===== src/rtl/oflow_pe_registration_pkg.sv =====
// Shared definitions for the per-PE registration/score engine.
package oflow_pe_registration_pkg;

  localparam int TOTAL_FRAME_NUM_WIDTH = 16;
  localparam int PE_NUM                = 16;

  typedef enum logic [2:0] {
    PE_IDLE  = 3'd0,
    PE_REG   = 3'd1,
    PE_SCORE = 3'd2,
    PE_DRAIN = 3'd3,
    PE_DONE  = 3'd4
  } pe_reg_state_t;

endpackage


===== src/rtl/oflow_pe_score_cmp.sv =====
// Manhattan-distance scorer with a running min/argmin; ties keep the earlier index.
module oflow_pe_score_cmp #(
  parameter int CENTER_W    = 11,
  parameter int CAND_ADDR_W = 5
) (
  input  logic                   clk,
  input  logic                   rst,
  input  logic                   clear,
  input  logic                   valid_in,
  input  logic [CAND_ADDR_W-1:0] idx_in,
  input  logic [CENTER_W-1:0]    cand_x,
  input  logic [CENTER_W-1:0]    cand_y,
  input  logic [CENTER_W-1:0]    cur_x,
  input  logic [CENTER_W-1:0]    cur_y,
  output logic [CENTER_W:0]      best_score,
  output logic [CAND_ADDR_W-1:0] best_idx,
  output logic                   best_valid
);

  logic [CENTER_W:0]      best_score_q, best_score_d;
  logic [CAND_ADDR_W-1:0] best_idx_q, best_idx_d;
  logic                   best_valid_q, best_valid_d;
  logic [CENTER_W:0]      score;

  function automatic logic [CENTER_W-1:0] abs_diff(input logic [CENTER_W-1:0] a,
                                                   input logic [CENTER_W-1:0] b);
    logic signed [CENTER_W:0] d;
    logic signed [CENTER_W:0] m;
    d = $signed({1'b0, a}) - $signed({1'b0, b});
    m = (d < 0) ? -d : d;
    return m[CENTER_W-1:0];
  endfunction

  // Sum of two W-bit magnitudes always fits in W+1 bits.
  assign score = {1'b0, abs_diff(cand_x, cur_x)} + {1'b0, abs_diff(cand_y, cur_y)};

  always_comb begin
    best_score_d = best_score_q;
    best_idx_d   = best_idx_q;
    best_valid_d = best_valid_q;
    if (clear) begin
      best_score_d = '1;
      best_idx_d   = '0;
      best_valid_d = 1'b0;
    end else if (valid_in && (!best_valid_q || (score < best_score_q))) begin
      best_score_d = score;
      best_idx_d   = idx_in;
      best_valid_d = 1'b1;
    end
  end

  always_ff @(posedge clk) begin
    if (rst) begin
      best_score_q <= '1;
      best_idx_q   <= '0;
      best_valid_q <= 1'b0;
    end else begin
      best_score_q <= best_score_d;
      best_idx_q   <= best_idx_d;
      best_valid_q <= best_valid_d;
    end
  end

  assign best_score = best_score_q;
  assign best_idx   = best_idx_q;
  assign best_valid = best_valid_q;

endmodule


===== src/rtl/oflow_pe_registration.sv =====
// Per-PE registration responder: writes the current bbox to history, then scores it
// against the previous-frame candidates and reports level done flags to the core.
module oflow_pe_registration
  import oflow_pe_registration_pkg::*;
#(
  parameter int CENTER_W    = 11,
  parameter int CAND_NUM    = 24,
  parameter int CAND_ADDR_W = 5,
  parameter int ID_W        = 12
) (
  input  logic                             clk,
  input  logic                             reset_N,
  input  logic                             start_registration,
  input  logic                             not_start_registration,
  input  logic [TOTAL_FRAME_NUM_WIDTH-1:0] frame_num,
  input  logic [CENTER_W-1:0]              cur_x,
  input  logic [CENTER_W-1:0]              cur_y,
  input  logic [ID_W-1:0]                  cur_id,
  input  logic [CAND_ADDR_W:0]             cand_count,
  output logic                             hist_we,
  output logic [2*CENTER_W+ID_W-1:0]       hist_wdata,
  output logic                             cand_rd_en,
  output logic [CAND_ADDR_W-1:0]           cand_rd_addr,
  input  logic [CENTER_W-1:0]              cand_x,
  input  logic [CENTER_W-1:0]              cand_y,
  output logic [CENTER_W:0]                best_score,
  output logic [CAND_ADDR_W-1:0]           best_idx,
  output logic                             best_valid,
  output logic                             done_registration,
  output logic                             done_score_calc
);

  pe_reg_state_t          state_q, state_d;
  logic [CENTER_W-1:0]    cur_x_q, cur_x_d;
  logic [CENTER_W-1:0]    cur_y_q, cur_y_d;
  logic [ID_W-1:0]        cur_id_q, cur_id_d;
  logic [CAND_ADDR_W:0]   cnt_q, cnt_d;
  logic                   score_en_q, score_en_d;
  logic [CAND_ADDR_W-1:0] rd_idx_q, rd_idx_d;
  logic                   rd_vld_q, rd_vld_d;
  logic [CAND_ADDR_W-1:0] rd_vld_idx_q, rd_vld_idx_d;
  logic                   done_reg_q, done_reg_d;
  logic                   done_score_q, done_score_d;
  logic                   cmp_clear;
  logic                   start_acc;
  logic [CAND_ADDR_W:0]   last_idx;

  assign start_acc = start_registration && ((state_q == PE_IDLE) || (state_q == PE_DONE));
  assign last_idx  = cnt_q - {{CAND_ADDR_W{1'b0}}, 1'b1};

  always_comb begin
    state_d      = state_q;
    cur_x_d      = cur_x_q;
    cur_y_d      = cur_y_q;
    cur_id_d     = cur_id_q;
    cnt_d        = cnt_q;
    score_en_d   = score_en_q;
    rd_idx_d     = rd_idx_q;
    rd_vld_d     = 1'b0;
    rd_vld_idx_d = rd_idx_q;
    done_reg_d   = done_reg_q;
    done_score_d = done_score_q;
    cmp_clear    = 1'b0;

    if (start_acc) begin
      cur_x_d      = cur_x;
      cur_y_d      = cur_y;
      cur_id_d     = cur_id;
      cnt_d        = cand_count;
      score_en_d   = (frame_num != '0) && (cand_count != '0);
      rd_idx_d     = '0;
      done_reg_d   = 1'b0;
      done_score_d = 1'b0;
      cmp_clear    = 1'b1;
      state_d      = PE_REG;
    end else if (not_start_registration && !start_registration) begin
      // Abandons any in-flight read; the pending data beat is dropped too.
      rd_idx_d     = '0;
      done_reg_d   = 1'b0;
      done_score_d = 1'b0;
      cmp_clear    = 1'b1;
      state_d      = PE_IDLE;
    end else begin
      unique case (state_q)
        PE_REG: begin
          done_reg_d = 1'b1;
          if (score_en_q) begin
            state_d = PE_SCORE;
          end else begin
            done_score_d = 1'b1;
            state_d      = PE_DONE;
          end
        end
        PE_SCORE: begin
          rd_vld_d     = 1'b1;
          rd_vld_idx_d = rd_idx_q;
          if ({1'b0, rd_idx_q} == last_idx) begin
            rd_idx_d = '0;
            state_d  = PE_DRAIN;
          end else begin
            rd_idx_d = rd_idx_q + CAND_ADDR_W'(1);
          end
        end
        PE_DRAIN: begin
          done_score_d = 1'b1;
          state_d      = PE_DONE;
        end
        default: ;
      endcase
    end
  end

  always_ff @(posedge clk) begin
    if (reset_N) begin
      state_q      <= PE_IDLE;
      cur_x_q      <= '0;
      cur_y_q      <= '0;
      cur_id_q     <= '0;
      cnt_q        <= '0;
      score_en_q   <= 1'b0;
      rd_idx_q     <= '0;
      rd_vld_q     <= 1'b0;
      rd_vld_idx_q <= '0;
      done_reg_q   <= 1'b0;
      done_score_q <= 1'b0;
    end else begin
      state_q      <= state_d;
      cur_x_q      <= cur_x_d;
      cur_y_q      <= cur_y_d;
      cur_id_q     <= cur_id_d;
      cnt_q        <= cnt_d;
      score_en_q   <= score_en_d;
      rd_idx_q     <= rd_idx_d;
      rd_vld_q     <= rd_vld_d;
      rd_vld_idx_q <= rd_vld_idx_d;
      done_reg_q   <= done_reg_d;
      done_score_q <= done_score_d;
    end
  end

  oflow_pe_score_cmp #(
    .CENTER_W    (CENTER_W),
    .CAND_ADDR_W (CAND_ADDR_W)
  ) u_cmp (
    .clk        (clk),
    .rst        (reset_N),
    .clear      (cmp_clear),
    .valid_in   (rd_vld_q),
    .idx_in     (rd_vld_idx_q),
    .cand_x     (cand_x),
    .cand_y     (cand_y),
    .cur_x      (cur_x_q),
    .cur_y      (cur_y_q),
    .best_score (best_score),
    .best_idx   (best_idx),
    .best_valid (best_valid)
  );

  // Strobes are masked while reset is held so nothing leaks out in the reset cycle.
  assign hist_we           = (state_q == PE_REG) && !reset_N;
  assign cand_rd_en        = (state_q == PE_SCORE) && !reset_N;
  assign cand_rd_addr      = rd_idx_q;
  assign hist_wdata        = {cur_id_q, cur_y_q, cur_x_q};
  assign done_registration = done_reg_q;
  assign done_score_calc   = done_score_q;

endmodule

===== config.mk =====
export PLATFORM = sky130hd
export DESIGN_NAME = oflow_pe_registration
export DESIGN_NICKNAME = d
export VERILOG_FILES = /design/src/rtl/oflow_pe_registration_pkg.sv /design/src/rtl/oflow_pe_score_cmp.sv /design/src/rtl/oflow_pe_registration.sv
export SDC_FILE = /design/constraint.sdc
export NUM_CORES = 1
export LEC_CHECK = 0
export ABC_AREA = 1
export CAP_MARGIN = 15
export CORE_MARGIN = 2
export CORE_UTILIZATION = 25
export DETAILED_ROUTE_END_ITERATION = 8
export PLACE_DENSITY = 0.51
export SYNTH_ARGS = -nofsm -noshare
export SYNTH_HDL_FRONTEND = slang
export SYNTH_SLANG_ARGS = --single-unit

===== constraint.sdc =====
create_clock -name clk -period 5.7 [get_ports clk]
set_input_delay 1.14 -clock clk [delete_from_list [all_inputs] [get_ports clk]]
set_output_delay 1.14 -clock clk [all_outputs]
set_load 0.01 [all_outputs]

# == Word level (Yosys, flattened, before mapping) ==
# Index checks and enable logic that the tools add are counted.
# totals
regBits,75
in_bits,82
output_inout_bits,61
wordCells,68
# op_classes
n_addsub,7
n_lt_le_gt_ge,3
n_eq_ne,8
muxes,13
reduce_logical,22
# op_table
cell,count
12-bit by 1-bit less-than comparator with 1-bit output (second input constant),2
11-bit by 11-bit subtractor with 12-bit output,2
11-bit two-way mux,2
11-bit negation,2
16-bit nonzero test,1
11-bit by 11-bit adder with 12-bit output,1
12-bit less-than comparator,1
3-bit case mux with 3 select lines,1
3-bit by 2-bit equality test with 1-bit output (second input constant),2
5-bit by 6-bit equality test with 1-bit output,1
1-bit logical AND,6
1-bit two-way mux,6
3-bit two-way mux,2
2-bit AND reduction,3
6-bit nonzero test,1
6-bit by 1-bit subtractor with 6-bit output (second input constant),1
5-bit by 1-bit adder with 5-bit output (second input constant),1
5-bit two-way mux,1
5-bit nonzero test,1
2-bit inequality test (second input constant),2
4-bit inequality test (second input constant),1
3-bit by 1-bit equality test with 1-bit output (second input constant),1
3-bit equality test (second input constant),1
1-bit logical NOT,3
7 further kinds,8

# == Logic depth before layout (Yosys ltp) ==
# Gate-level depths: netlist of run 1.
# depth
ltp_word,7
ltp_mapped,34
mapped_depth_nobuf,33

# == Hierarchy ==
# From an unflattened synthesis of run 1, not the netlist that was laid out.
# hier_totals
cells_unflattened,868
hier_area_um2,5609.1
# by_module_without_submodules
mod,n_inst,cells_each,area_each_um2
oflow_pe_score_cmp,1,559,3299.4
oflow_pe_registration,1,309,2309.7

# == Worst setup path before layout of run 1 ==
# OpenSTA, ideal clock, no wires.
# synth_path
path_type,input-to-reg
from,input cand_x[0]
to,"register u_cmp.best_score_q[3], in the netlist u_cmp.best_score[3]"
t_arrival_ps,4655
t_required_ps,5566
path_slack_ps,911
path_stages,31
path_cell_list,inv_1 -> ha_1 -> fa_1 -> ha_1 -> inv_1 -> nor2_1 -> nand3_1 -> nor2_2 -> nand3_1 -> nand2_1 -> nand2_1 -> nand2_1 -> inv_1 -> ha_1 -> nand2_1 -> nor2_1 -> nand3_1 -> nand3_1 -> xor2_1 -> inv_1 -> ha_1 -> nand4_1 -> nor3_1 -> nand2_1 -> nand2_1 -> nand2_1 -> nand2_1 -> inv_1 -> buf_4 -> nand2_1 -> nand3_1
# synth_via
elab_chain_cells,7
word_cells_on_any_way,8
# synth_rtl
element,line_no,rtl
start: declaration,oflow_pe_registration.sv:24,"input logic [CENTER_W-1:0] cand_x,"
11-bit by 11-bit subtractor with 12-bit output *,oflow_pe_score_cmp.sv:29,"d = $signed({1'b0, a}) - $signed({1'b0, b});"
11-bit negation or 12-bit by 1-bit less-than comparator with 1-bit output (tied branches),oflow_pe_score_cmp.sv:30,m = (d < 0) ? -d : d;
11-bit two-way mux *,oflow_pe_score_cmp.sv:30,
11-bit by 11-bit adder with 12-bit output *,oflow_pe_score_cmp.sv:35,"assign score = {1'b0, abs_diff(cand_x, cur_x)} + {1'b0, abs_diff(cand_y, cur_y)};"
net u_cmp.score[9],oflow_pe_score_cmp.sv:23,logic [CENTER_W:0] score;
12-bit less-than comparator *,oflow_pe_score_cmp.sv:45,end else if (valid_in && (!best_valid_q || (score < best_score_q))) begin
1-bit logical OR *,oflow_pe_score_cmp.sv:45,
1-bit logical AND *,oflow_pe_score_cmp.sv:45,
end signal: assignment,oflow_pe_score_cmp.sv:58,best_score_q <= best_score_d;
end: declaration,oflow_pe_score_cmp.sv:20,"logic [CENTER_W:0] best_score_q, best_score_d;"
# Mark *: on every way through the listed nets, which the timed path passes. The rest lies on a longest branch.
# A chain may end at the register's enable or synchronous reset.

# == Worst setup path in the final report of run 1 ==
# layout_path
from,input cand_y[0]
to,"register u_cmp.best_score_q[0], in the netlist u_cmp.best_score[0]"
# layout_via
elab_chain_cells,7
word_cells_on_any_way,8
# layout_rtl
element,line_no,rtl
start: declaration,oflow_pe_registration.sv:25,"input logic [CENTER_W-1:0] cand_y,"
11-bit by 11-bit subtractor with 12-bit output *,oflow_pe_score_cmp.sv:29,
11-bit negation or 12-bit by 1-bit less-than comparator with 1-bit output (tied branches),oflow_pe_score_cmp.sv:30,
11-bit two-way mux *,oflow_pe_score_cmp.sv:30,
11-bit by 11-bit adder with 12-bit output *,oflow_pe_score_cmp.sv:35,
net u_cmp.score[9],oflow_pe_score_cmp.sv:23,
12-bit less-than comparator *,oflow_pe_score_cmp.sv:45,
1-bit logical OR *,oflow_pe_score_cmp.sv:45,
1-bit logical AND *,oflow_pe_score_cmp.sv:45,
# Marked as above.

==> summary by stage, run 1 <==
Run status
The run finished with clean final reports.

Global routing
The initial antenna violation count is 0. Entering global routing, the biggest net connects 65 pins. The global route total overflow is 0. The via count of the first global-routing pass was 5,405. The first global-routing pass estimated 26,200 um of wire. In the global route stage, overall resource usage came out at 13.6%.

Logic synthesis
The synthesized design devotes to its leading area cell type 27.3% of total area. Among all flip-flop cells after synthesis, the most frequent one is sky130_fd_sc_hd__dfxtp_1. The commonest cells after synthesis are sky130_fd_sc_hd__nand2_1 (194), sky130_fd_sc_hd__inv_1 (132), sky130_fd_sc_hd__nor2_1 (96). The synthesized netlist devotes 33.3% of its cell area to simple gates. The number of nets handed over by synthesis was 984. The synthesized netlist devotes 4.61% of its cell area to XOR and XNOR gates.

In the post-synthesis netlist, the cell with the most instances is sky130_fd_sc_hd__nand2_1. The share of synthesized cell area in full adder, half adder and majority cells is 12.0%. The most area-hungry cell type in the Yosys netlist is sky130_fd_sc_hd__dfxtp_1. Yosys mapped a number of flops with a built-in enable equal to 0. Synthesis instantiated 35 different standard cells from the library. The combinational family with the most area after synthesis is simple AND/OR/NAND/NOR gates. The portion of synthesized area spent on multiplexers is 0%. The fraction of the mapped netlist area in compound gates is 11.9%. The average instance in the mapped netlist occupies 6.47 sq um. Summing every instance area after synthesis gives 0.00551 sq mm. The count of warnings emitted by yosys is 0. In the post-synthesis netlist, the biggest area contributors are sky130_fd_sc_hd__dfxtp_1 (27%), sky130_fd_sc_hd__nand2_1 (13%), sky130_fd_sc_hd__ha_1 (11%), sky130_fd_sc_hd__inv_1 (9.0%), sky130_fd_sc_hd__nor2_1 (6.5%). The register area share after synthesis is 27.3%.

Counting flops with an async set or reset pin after synthesis yields a share of 0%. The instance count of the mapped netlist is 851. The number of register bits inferred by synthesis is 75.

Clock network
The number of clock buffers added by TritonCTS is 9. No sink is reached through more buffers than the 2 on the longest clock path. The insertion delay of the later-clocked pin in the worst-skew pair is 350 ps. The clock root buffer is sky130_fd_sc_hd__clkbuf_16. The number of clock sinks is 75. The clock tree from TritonCTS is built. The depth of the CTS H-tree is 3. After clock tree synthesis, the clock-pin slew on the worst setup and hold paths is 70 ps.

Place
The sum of net half-perimeters after detailed placement is 12,400 um. Input and output buffers added on the ports amount to 142. The worst setup timing slack at the placement stage is -120 ps.

The post-place instance area is 0.00729 sq mm. The total instance count after detailed placement is 1,266. Routability-driven placement finished with a final weighted congestion of 0.852.

Detailed routing
In the routed layout, each cell is associated on average with a via count of 4.34. The routed length per instance is 12.0 um. In this run the remaining antenna-violating nets after routing total 0. The detailed router finished its first iteration with 245 violations. The count of vias placed by the detailed router is 5,568. The first TritonRoute pass finished after 4 iterations. The DRC violations left is 0. The routed design has 15,400 um of wire.

Setup path
The most numerous cell on the critical path is sky130_fd_sc_hd__nand2_1. The required arrival time at the worst endpoint is 5900 ps. In this run the worst path has a maximum fanout of 6. The worst setup path is captured at a register. The cell at the slowest stage of the critical path is sky130_fd_sc_hd__fa_2. The critical path start-end classification is in2reg. In this design, the stage delay of the slowest critical-path cell is 540 ps. The startpoint class of the critical path is an input port.

The arrival time at the worst endpoint is 5480 ps.

Final layout
The finished layout holds 1,284 standard cells, fillers aside. After routing the design area is 0.00768 sq mm. The repair_antennas step left the layout with diodes totalling 0.

The fraction of final layout cells with drive strength greater than 1 is 8.07%. After filler insertion, the fill cell instance count of the layout stands at 2,440. In the final design database the tool counted 1,132 nets. The area growth from synthesis to layout is 39.4%. At the end of the flow the core is filled with cells to 35.3%.

Floorplanning
Once the floorplan was initialized, standard cells occupied 25.3% of the core. Pin placement for this block handled 143 I/O pins. The die outline area is 0.0232 sq mm. The die width is 152 um.

The area of the core is 0.0218 sq mm. The floorplan row count is 54. The floorplan die height is 152 um.

Pwr
The proportion of total power due to net switching is 40.3%. Across the VDD grid, the largest voltage drop is 147 uV. The power per standard cell area is 303 mW/mm^2. The leakage dissipation is 3.66 nW. The switching component of the power is 0.936 mW. The power share of the clock group is 25.5%. The proportion of power drawn by flip-flops and latches is 24.5%. The combinational share of power is 50.0%.

Power comes to 2.32 mW. The internal power of the cells totals 1.39 mW.

Timing
The aggregate negative setup slack is 0 ps. The count of endpoints failing hold in the final timing report came to 0. The clock skew after layout is 12.1 ps.

The final count of negative-setup-slack endpoints is 0. The relative slew slack is 50.5%. The smallest clock period supported by the final layout is computed as 5270 ps. The smallest setup slack after layout is 429 ps. Derived from the worst setup path, the maximum achievable clock frequency is 0.190 GHz. Hold is met by 444 ps.

The worst path uses 92.5% of the clock period. The actual transition at the worst max-transition pin is 741 ps. The number of slew-limit violations in the final report is 0.

Worst hold path
The class of the tightest hold or removal check is reg2reg.

Flow run
The max-capacitance violation count is 0.
cells by family (layout without fill, tap and decap cells):
kind of cell	count (synthesis)	count (layout)
and+or+nand+nor	415	415
buffers and inverters	156	309
xor gates and xnor gates	29	29
adders and majority gates	51	51
AOI/OAI and AO/OA	125	125
DFF	75	75
final cells by class:
cell class	count	area [sq um]	area share (%)
Timing Repair Buffer	155	1520	19.8
Inverter	137	520	6.78
Clock buffer	11	243	3.16
Sequential cell	75	1500	19.6
Clock inverter	5	60.1	0.782
Timing Repair inverter	1	7.51	0.0978
Multi-Input combinational cell	620	3470	45.2
Tap cell	280	350	4.56
final timing paths:
path	startpoint	slack [ps]	endpoint	cells after the start
min reg2reg	done_registration	440	done_registration	2
min	done_registration	440	done_registration	2
max	cand_y[0]	430	u_cmp.best_score[0]	30
max reg2reg	cur_x_q[0]	1330	u_cmp.best_score[0]	30
repair_timing:
| action | in CTS | in global routing |
|---|---|---|
| hold buffers | 0 | 0 |
| resized for setup | 0 | 20 |
| endpoints found under the setup margin | 0 | 17 |
| buffers inserted | 0 | 1 |
cell usage in the layout, fill, tap and decap left out, drive strengths merged, types with 13 or more instances in the layout:
master / instances
o21ai: 57
xor2: 18
nand3: 66
inv: 136
nor2: 99
dfxtp: 75
a21oi: 54
clkdlybuf4s50: 142
ha: 48
nand4: 14
buf: 13
nand2: 211
power by group through the flow:
stage | logic, mW | registers (mW) | clock network [mW]
2_1_floorplan | 0.777 | 0.589 | 0
3_3_place_gp | 1.14 | 0.581 | 0
3_5_place_dp | 1.13 | 0.580 | 0
4_1_cts | 1.14 | 0.570 | 0.611
5_1_grt | 1.33 | 0.574 | 0.633
6_report | 1.16 | 0.569 | 0.593
state kept, by name, indices dropped and copies added (netlist names), 3 cells and up:
register          count
u_cmp.best_score     12
cand_rd_addr          5
rd_vld_idx_q          5
cur_x_q              11
state_q               3
cnt_q                 6
u_cmp.best_idx        5
cur_y_q              11
cur_id_q             12
routing by layer:
layer / GRT usage [%] / wire length, um
met1: 17.7 / 7500
met2: 21.5 / 6690
met3: 4.29 / 994
met4: 4.14 / 217
met5: 0 / 0
critical path, delay by kind of cell:
family	cells	cell delay, ps
and+or+nand+nor	17	1620
adders and majority gates	5	1430
buffers and inverters	6	930
xor gates and xnor gates	1	190
AOI/OAI and AO/OA	1	150
(Power assumes the default switching activity.)
==> run 2, diff against run 1 <==
- GPL_ROUTABILITY_DRIVEN: unset -> 0
- REMOVE_ABC_BUFFERS: unset -> 1
==> summary by stage, run 2 (synthesis results as in run 1) <==
Run status
The run finished with clean final reports.

Final layout
The growth of design area from synthesis to finish is 38.5%. The core utilization of the finished layout is 35.1% (-0.22 points). The area of the multi-input gates came to 0.00346 sq mm (-0.29%). Leaving out fill and tap cells, the most frequent cell in the layout is sky130_fd_sc_hd__nand2_1. The area of all placed cells without fillers was 0.00763 sq mm (-0.64%). In the layout the commonest cells are sky130_fd_sc_hd__nand2_1 (191), sky130_fd_sc_hd__clkdlybuf4s50_1 (142), sky130_fd_sc_hd__inv_1 (130).

The count of antenna diodes in the layout is 0 (unchanged). The fill cell instance count of the final layout is 2,426 (-0.57%). The fraction of final layout cells with drive strength greater than 1 came to 7.39% (-0.68 points).

The area of all sequential standard cells was 0.00150 sq mm (unchanged). The number of nets in the layout is 1,129 (-0.27%).

Clock network
The TritonCTS buffer count came to 9 (unchanged). The number of buffers inserted by hold repair at cts is 0 (unchanged). The insertion delay of the later-clocked pin in the worst-skew pair is 360 ps (about the same). The depth of the CTS H-tree was 3 (unchanged).

CTS placed an instance of sky130_fd_sc_hd__clkbuf_16 at the clock tree root. The number of clock sinks is 75 (unchanged). TritonCTS built the clock tree. The post-CTS clock slew at the launch and capture registers of the worst setup and hold paths is 70 ps (about the same). The maximum clock path buffer count is 2 (unchanged).

Setup path
STA classifies the critical path endpoint as a register. The worst setup path is launched from an input port. The highest cell delay on the worst timing path is 570 ps (+30 ps).

The arrival time at the worst endpoint is 5490 ps (about the same). The critical path start-end classification is in2reg. The buffers plus inverters on the worst setup path came to 6 (unchanged). The worst register-to-register path begins at cur_x_q[4]. The reg-to-reg setup timing slack is 1250 ps (-80 ps).

The endpoint of the worst register-to-register path is u_cmp.best_score[8]. The maximum fanout along the worst path is 6 (unchanged). The gate family responsible for the most delay along the worst path is simple AND/OR/NAND/NOR gates. The cell at the slowest stage of the critical path is sky130_fd_sc_hd__fa_1. The number of cells on the worst reg-to-reg path is 27 (-10%). Among the stages of the critical path, the cell type that occurs most often is sky130_fd_sc_hd__nand2_1. The required arrival time at the worst endpoint came to 5900 ps (about the same).

Global routing
The via count of the first global-routing pass came to 5,339 (-1.2%). The global route total overflow is 0 (unchanged). The total track usage came to 13.2% (-0.35 points). The pin count of the biggest net entering global routing is 66 (+1.5%). The initial antenna violation count came to 0 (unchanged). The global-route wire length before repair is 25,400 um (-3.0%).

Place
The post-place instance area came to 0.00727 sq mm (-0.31%). The sum of net half-perimeters after detailed placement is 12,000 um (-3.1%). The worst setup timing slack at the placement stage is -43.2 ps (+76.5 ps).

The total of buffers placed on input and output ports came to 142 (unchanged).

Floorplanning
The die width is 152 um (unchanged). The initial cell density of the core is 25.3% (unchanged). The floorplan row count came to 54 (unchanged). The number of ports placed on the die boundary is 143 (unchanged). The floorplan die height is 152 um (unchanged).

The die outline area is 0.0232 sq mm (unchanged). The area of the core is 0.0218 sq mm (unchanged).

Flow run
The max-capacitance violation count was 0 (unchanged).

Pwr
The maximum resistive drop on vdd came to 193 uV (+31%). The leakage dissipation came to 3.64 nW (-0.56%). The power per standard cell area is 300 mW/mm^2 (-0.88%).

Timing
The actual transition at the worst max-transition pin is 735 ps (-5.64 ps). The count of endpoints failing hold in the final timing report is 0 (unchanged). The part of the cycle the worst path needs was 92.7% (+0.23 points). The final count of negative-setup-slack endpoints came to 0 (unchanged). The relative slew slack is 50.9% (+0.38 points). The smallest setup slack after layout is 416 ps (-12.9 ps).

The shortest clock period the worst path allows after layout is 5280 ps (+12.9 ps). The maximum frequency from static timing analysis came to 0.189 GHz (-0.24%). The clock skew after layout is 9.88 ps (-2.22 ps).

Setup repair after global routing left no endpoint under its margin. The number of slew-limit violations in the final report is 0 (unchanged). The aggregate negative setup slack was 0 ps (unchanged).

Worst hold path
The path with the worst hold slack has its endpoint at u_cmp.best_idx[3]. The worst hold path begins at rd_vld_idx_q[3]. The class of the tightest hold or removal check is reg2reg. The hold path depth came to 2 (unchanged).

Detailed routing
The detailed-router iteration count before antenna repair is 5 (+1). The detailed-route vias per instance came to 4.35 (+0.34%). The routed length per instance came to 12.0 um (+0.26%). The number of DRC markers after the initial detailed-route iteration is 226 (-7.8%). The DRC violations left is 0 (unchanged). The remaining number of nets flagged by the antenna check after routing came to 0 (unchanged). The post-detailed-routing wire length was 15,400 um (about the same).

The count of vias placed by the detailed router is 5,574 (+0.11%).
-- run 2: cell count changes in the layout (fill, tap and decap cells not counted), sizes merged --
cell / delta
buf: -3
bufinv: -1
clkbuf: -2
clkinv: -1
inv: +4
-- run 2: timing repair --
action | 4_1_cts | 5_1_grt
setup endpoints to repair | 0 | 17
buffers inserted | 0 | 1
hold endpoints to repair | 0 | 0
resized for setup | 0 | 13
-- run 2: power breakdown --
part / total, mW / internal [mW] / switching [mW] / leakage [nW]
clock network: 0.582 / 0.307 / 0.275 / 0.141
registers: 0.569 / 0.552 / 0.0166 / 0.615
logic: 1.14 / 0.464 / 0.672 / 2.89
-- run 2: per-layer routing --
| layer | vias to the layer above | global-route usage, % | part of all wire, % |
|---|---|---|---|
| met5 | - | 0 | 0 |
| met4 | 0 | 4.85 | 1.6 |
| met3 | 14 | 2.82 | 4.3 |
| met2 | 101 | 22.1 | 45 |
| met1 | 2446 | 16.9 | 49 |
| li1 | 3013 | - | - |
-- run 2: cell type report --
type                       instances  area share, %
inverter                         137           6.82
timing repair buffer             152           19.6
tap                              280           4.59
multi-input combinational        620           45.4
clock inverter                     7          0.853
sequential                        75           19.7
timing repair inverter             1         0.0984
clock buffer                       9           2.95
-- run 2: through the flow --
stage / instances / total power, mW / hold WS [ps]
floorplan: 832 / 1.36 / 431
global placement: 1263 / 1.69 / 438
detailed placement: 1263 / 1.68 / 445
CTS: 1279 / 2.29 / 465
global route: 1281 / 2.51 / 494
finish: 1281 / 2.29 / 458
-- run 2: worst register-to-register path, cell delays in order (launching register included) --
cell	delay (ps)
sky130_fd_sc_hd__dfxtp_1	330
sky130_fd_sc_hd__inv_1	60
sky130_fd_sc_hd__ha_1	400
sky130_fd_sc_hd__nand2_1	100
sky130_fd_sc_hd__nand2_1	60
sky130_fd_sc_hd__a21oi_1	170
sky130_fd_sc_hd__nand2_1	90
sky130_fd_sc_hd__nand2_1	70
sky130_fd_sc_hd__nand3_2	150
sky130_fd_sc_hd__inv_2	180
sky130_fd_sc_hd__nand2_1	80
sky130_fd_sc_hd__xor2_1	150
sky130_fd_sc_hd__ha_1	350
sky130_fd_sc_hd__a21oi_1	210
sky130_fd_sc_hd__o21ai_1	150
sky130_fd_sc_hd__a21oi_1	220
sky130_fd_sc_hd__xor2_1	270
sky130_fd_sc_hd__ha_1	280
sky130_fd_sc_hd__nand2_1	90
sky130_fd_sc_hd__o21bai_1	120
sky130_fd_sc_hd__a21oi_1	90
sky130_fd_sc_hd__nor2_1	90
sky130_fd_sc_hd__nand2_1	50
sky130_fd_sc_hd__nand2_1	90
sky130_fd_sc_hd__nand2_4	80
sky130_fd_sc_hd__buf_4	200
sky130_fd_sc_hd__nand2_1	70
sky130_fd_sc_hd__nand3_1	70
-- run 2: worst max-delay path by stage --
| stage | start | end | slack [ps] | depth (start not counted) |
|---|---|---|---|---|
| 5_1_grt | cand_x[0] | u_cmp.best_score[11] | 7 | 31 |
| 2_1_floorplan | cand_x[0] | u_cmp.best_score[10] | 520 | 30 |
| 6_report | cand_x[0] | u_cmp.best_score[0] | 420 | 31 |
| 3_5_place_dp | cand_y[0] | u_cmp.best_score[10] | -40 | 33 |
| 4_1_cts | cand_y[0] | u_cmp.best_score[10] | 330 | 33 |
| 3_3_place_gp | cand_y[0] | u_cmp.best_score[10] | -6 | 29 |
